$ cat config.mk
export PLATFORM = sky130hd
export DESIGN_NAME = counter_cmd_seq
export DESIGN_NICKNAME = d
export VERILOG_FILES = /design/src/rtl/counter_cmd_seq.sv
export SDC_FILE = /design/constraint.sdc
export NUM_CORES = 1
export LEC_CHECK = 0
export BUFFER_PORTS_ARGS = -buffer_cell sky130_fd_sc_hd__buf_4
export CAP_MARGIN = 20
export CORE_ASPECT_RATIO = 0.9
export CORE_UTILIZATION = 57
export CTS_CLUSTER_DIAMETER = 120
export DETAILED_ROUTE_END_ITERATION = 8
export GPL_ROUTABILITY_DRIVEN = 0
export HOLD_SLACK_MARGIN = 0.08
export PLACE_DENSITY = 0.78
export SYNTH_ARGS = -nofsm -noshare
export SYNTH_HDL_FRONTEND = slang
export SYNTH_SLANG_ARGS = --single-unit
$ cat constraint.sdc
create_clock -name clk -period 2.8 [get_ports clk]
set_input_delay 0 -clock clk [delete_from_list [all_inputs] [get_ports clk]]
set_output_delay 0 -clock clk [all_outputs]
set_load 0.005 [all_outputs]
$ cat src/rtl/counter_cmd_seq.sv
// Command sequencer feeding a saturating up/down counter: queues {dir, step, rep}
// commands in a small FIFO and replays each one as rep single-cycle up/dn strobes.
module counter_cmd_seq #(
   parameter int DEPTH = 4
) (
   input  logic                     clk,
   input  logic                     rst,
   input  logic                     in_valid,
   output logic                     in_ready,
   input  logic                     in_dir,
   input  logic [7:0]               in_step,
   input  logic [3:0]               in_rep,
   input  logic                     hold,
   output logic                     up,
   output logic                     dn,
   output logic [7:0]               b,
   output logic                     busy,
   output logic [$clog2(DEPTH):0]   level
);

   localparam int PW = $clog2(DEPTH);
   localparam int LW = PW + 1;

   typedef struct packed {
      logic       dir;
      logic [7:0] step;
      logic [3:0] rep;
   } cmd_t;

   typedef enum logic {
      S_IDLE,
      S_ISSUE
   } state_t;

   cmd_t          r_mem [DEPTH];
   logic [PW-1:0] r_wr_ptr;
   logic [PW-1:0] r_rd_ptr;
   logic [LW-1:0] r_level;
   state_t        r_state;
   state_t        w_state_nxt;
   logic          r_cur_dir;
   logic [7:0]    r_cur_step;
   logic [3:0]    r_cur_rem;

   logic          w_full;
   logic          w_empty;
   logic          w_push;
   logic          w_pop;
   logic          w_up;
   logic          w_dn;
   cmd_t          w_head;

   // A full FIFO refuses a push even when the same edge pops an entry.
   assign w_full  = (r_level == LW'(DEPTH));
   assign w_empty = (r_level == '0);
   assign w_push  = in_valid & ~w_full;
   assign w_head  = r_mem[r_rd_ptr];

   // NOTE: state registers use non-blocking assignments so every flop samples
   // pre-edge values regardless of the order the always_ff blocks are evaluated.
   always_ff @(posedge clk or negedge rst) begin
      if (!rst) begin
         r_state <= S_IDLE;
      end else begin
         r_state <= w_state_nxt;
      end
   end

   // NOTE: every signal driven here gets a default first; a path that leaves
   // one unassigned would infer a latch.
   always_comb begin
      w_state_nxt = r_state;
      w_pop       = 1'b0;
      w_up        = 1'b0;
      w_dn        = 1'b0;
      case (r_state)
         S_IDLE: begin
            if (!w_empty) begin
               w_pop = 1'b1;
               if (w_head.rep != 4'd0) begin
                  w_state_nxt = S_ISSUE;
               end
            end
         end
         S_ISSUE: begin
            w_up = r_cur_dir & ~hold;
            w_dn = ~r_cur_dir & ~hold;
            if (!hold && (r_cur_rem == 4'd1)) begin
               w_state_nxt = S_IDLE;
            end
         end
         default: w_state_nxt = S_IDLE;
      endcase
   end

   // NOTE: the storage array has no reset; only pointers and level must be
   // cleared, and leaving the array unreset lets it map onto plain RAM/flops.
   always_ff @(posedge clk) begin
      if (w_push) begin
         r_mem[r_wr_ptr] <= cmd_t'({in_dir, in_step, in_rep});
      end
   end

   always_ff @(posedge clk or negedge rst) begin
      if (!rst) begin
         r_wr_ptr <= '0;
         r_rd_ptr <= '0;
         r_level  <= '0;
      end else begin
         if (w_push) begin
            r_wr_ptr <= r_wr_ptr + PW'(1);
         end
         if (w_pop) begin
            r_rd_ptr <= r_rd_ptr + PW'(1);
         end
         case ({w_push, w_pop})
            2'b10:   r_level <= r_level + LW'(1);
            2'b01:   r_level <= r_level - LW'(1);
            default: r_level <= r_level;
         endcase
      end
   end

   // b follows cur_step, which only changes when a command is popped.
   always_ff @(posedge clk or negedge rst) begin
      if (!rst) begin
         r_cur_dir  <= 1'b0;
         r_cur_step <= 8'd0;
         r_cur_rem  <= 4'd0;
      end else if (w_pop) begin
         r_cur_dir  <= w_head.dir;
         r_cur_step <= w_head.step;
         r_cur_rem  <= w_head.rep;
      end else if ((r_state == S_ISSUE) && !hold) begin
         r_cur_rem  <= r_cur_rem - 4'd1;
      end
   end

   assign up       = w_up;
   assign dn       = w_dn;
   assign b        = r_cur_step;
   assign busy     = (r_state == S_ISSUE) | ~w_empty;
   assign level    = r_level;
   assign in_ready = ~w_full;

endmodule

==> reports/metrics.yaml <==
synth:
  synth_ff_type: "edfxtp_1"
  synth_top_area_share: 0.520
  synth_area_leaders: "edfxtp_1 (52%), dfrtp_1 (17%), mux4_2 (9.7%), mux2_4 (4.0%), ha_1 (2.9%)"
  synth-async-reset-ratio: 0.288
  netlist_instances: 160
  synth_nets: 185
  ys_ff_latch: 73
  ys_warn_count: 0
  synth_edf_count: 52
  yosysSeqAreaShare: 0.694
  synth.avg_cell_area_um2: 18.8
  synth.distinct_cells: 36
  syn_area_mm2: 0.00301
  yosysTopAreaCell: "edfxtp_1"
setup_path:
  crit_type: "register to register"
  cp.arrival_ns: 2.55
  worstPathCellList: "or3b_1 > and2_4 > inv_1 > ha_1 > inv_1 > fa_1 > xor2_1 > nor2_1 > xor2_1"
  cp_slowest_stage_delay_ns: 0.48
  end_kind: "register"
  cp_slowest_cell: "or3b_1"
  crit_required_ns: 3.06
  cp-start-kind: "register"
  cp_max_fo: 6
global_route:
  grt-busiest-layer: "met2"
  grt_max_degree: 22
  grt_use_met3: 0.0374
  antenna_found_initial: 0
  use_met2: 0.318
  grt_pass1_vias: 1664
  grt_pass1_wl_um: 8020
  grtUsageTotal: 0.200
  use_met1: 0.267
  grt-ovfl-total: 0
clock_tree:
  cts-htree-levels: 3
  insertion_delay_ns: 0.33
  ctsLongestPathBuffers: 2
  cts.sinks: 73
  cts_tree: "built"
  cts_buffers: 9
  path_clk_slew_ns: 0.07
  cts-root-buf: "clkbuf_8"
floorplan:
  core_area_mm2: 0.00495
  start_util: 0.607
  core.rowCount: 24
  pin_count: 32
  dieArea_mm2: 0.00557
  fp.dieW_um: 78.5
  die_h_um: 70.9
timing:
  finalCriticalPeriod_ns: 2.29
  grt_setup_unrepaired: "no"
  fin_crit_sh: 0.819
  setup_tns_ns: 0
  layout_setup_ws_ns: 0.508
  slew_violations: 0
  worstMarginPinSlew_ns: 0.762
  finalSetupViolations: 0
  skew_ns: 0.00856
  clock.fmax_ghz: 0.436
  slew_headroom: 0.492
  hold_viol: 0
route:
  drc: 0
  drt_wl_total_um: 5000
  num_vias: 1565
  wl_per_cell_um: 17.7
  first_iter_violations: 89
  final_antenna_net_count: 0
  dr.pass1.iters: 4
  viasPerCell: 5.53
power:
  p_per_area_mw_per_mm2: 1030
  ir_drop_mv: 0.571
  power_mw: 3.75
  p_leak_nw: 1.40
layout:
  fin_util: 0.732
  diodes: 0
  final_area_mm2: 0.00363
  drive_gt1_frac: 0.317
  nNetsFinal: 238
  syn2layout_area_growth_pct: 20.7
run_status:
  status: "finished, final reports clean"
place:
  placed_area_mm2: 0.00326
  hpwl_um: 3230
  pre_cts_ws_ns: 0.515
  port_buffers: 31
flow_run:
  maxCapViolations: 0
hold_path:
  hold_path_class: "input pin to async pin"
-- placed cells by master, fill, tap and decap left out --
| cell type | count |
|---|---|
| xor2_1 | 4 |
| xnor2_1 | 3 |
| inv_4 | 1 |
| dlygate4sd3_1 | 16 |
| nor2_1 | 5 |
| nor3b_1 | 1 |
| mux2_4 | 8 |
| and3_1 | 4 |
| clkbuf_1 | 2 |
| mux2_2 | 2 |
| inv_1 | 10 |
| fa_1 | 1 |
| clkbuf_8 | 9 |
| nand2_1 | 1 |
| or2b_1 | 1 |
| o21ai_1 | 1 |
| nor3_4 | 1 |
| a31oi_1 | 1 |
| dfrtp_1 | 21 |
| nand3b_1 | 1 |
| a21oi_1 | 1 |
| buf_4 | 32 |
| o41ai_1 | 1 |
| nor4_1 | 1 |
| or3b_1 | 1 |
| o21a_1 | 1 |
| nand2b_1 | 1 |
| mux4_2 | 13 |
| a221o_1 | 2 |
| edfxtp_1 | 52 |
| or2_1 | 1 |
| or3_1 | 2 |
| bufinv_16 | 2 |
| ha_1 | 7 |
| and2_4 | 1 |
| clkinv_1 | 3 |
| nor3_1 | 2 |
| o21ai_0 | 2 |
-- state kept, by name, summed over array words and instances (netlist names) --
signal and cells:
r_state 1, r_mem 52, r_wr_ptr 2, r_rd_ptr 2, b 8, level 3
r_cur_rem 4, r_cur_dir 1
-- Yosys cell counts, drive strengths merged (2+ instances only) --
library cell   n
a221o          2
nor2           5
mux4          13
xnor2          3
edfxtp        52
buf            5
o21ai          3
nor3           3
ha             7
inv           11
or3            2
mux2          10
dfrtp         21
and3           4
xor2           4
-- cell type report --
class / instances / area [µm²]
repair buffers: 48 / 400
inverters: 11 / 43.8
clock inverters: 5 / 71.3
well taps: 65 / 81.3
clock buffers: 11 / 131
fillers: 303 / 1330
flip-flops and latches: 73 / 2090
multi-input cells: 70 / 812
-- path summary, 6_finish.rpt --
check,cells after the start,slack [ns],end,startpoint
max in group asynchronous,2,2.49,b[6],rst
min,2,0.09,r_cur_rem[2],rst
max reg2reg,9,0.51,level[2],level[1]
min in group clk,2,0.40,r_mem[2][10],in_step[6]
min reg2reg,1,0.53,b[7],b[7]
max,9,0.51,level[2],level[1]
-- cells by family (layout without fill, tap and decap cells) --
family / after synthesis / in the layout / share of synthesized area
flip-flops: 73 / 73 / 0.694
multiplexers: 23 / 23 / 0.145
AND/OR/NAND/NOR: 23 / 23 / 0.0483
buffers and inverters: 17 / 75 / 0.0354
AO/OA/AOI/OAI: 9 / 9 / 0.0208
adder cells (fa/ha/maj): 8 / 8 / 0.0358
XOR/XNOR: 7 / 7 / 0.0204
-- layer usage --
| metal | vias up | routed length [µm] | share of wire |
|---|---|---|---|
| met2 | 55 | 2580 | 0.51 |
| met3 | 12 | 249 | 0.050 |
| met5 | - | 0 | 0 |
| li1 | 710 | - | - |
| met4 | 0 | 114 | 0.023 |
| met1 | 788 | 2060 | 0.41 |
-- power breakdown --
group / switching (mW) / internal, mW / total (mW)
registers: 0.259 / 1.49 / 1.75
logic: 0.490 / 0.672 / 1.16
clock network: 0.346 / 0.494 / 0.839
-- worst max-delay path, delay by kind of cell, from the launching register on --
family | cells | cell delay (ns)
fa+ha+maj | 2 | 0.54
simple gates | 3 | 0.80
flops | 1 | 0.44
xor+xnor | 2 | 0.32
buf+inv | 2 | 0.11
-- metrics by stage --
step	std cells	hold WS, ns
global route	283	0.110
floorplan	160	-0.296
detailed placement	251	-0.0957
global placement	251	-0.105
finish	283	0.0874
CTS	283	0.0928
-- timing repair --
item | in CTS | in global routing
hold buffers | 16 | 0
gates resized for setup | 0 | 0
hold endpoints to repair | 75 | 0
setup buffers | 0 | 0
Note: power is estimated with default switching activity, not from simulation.
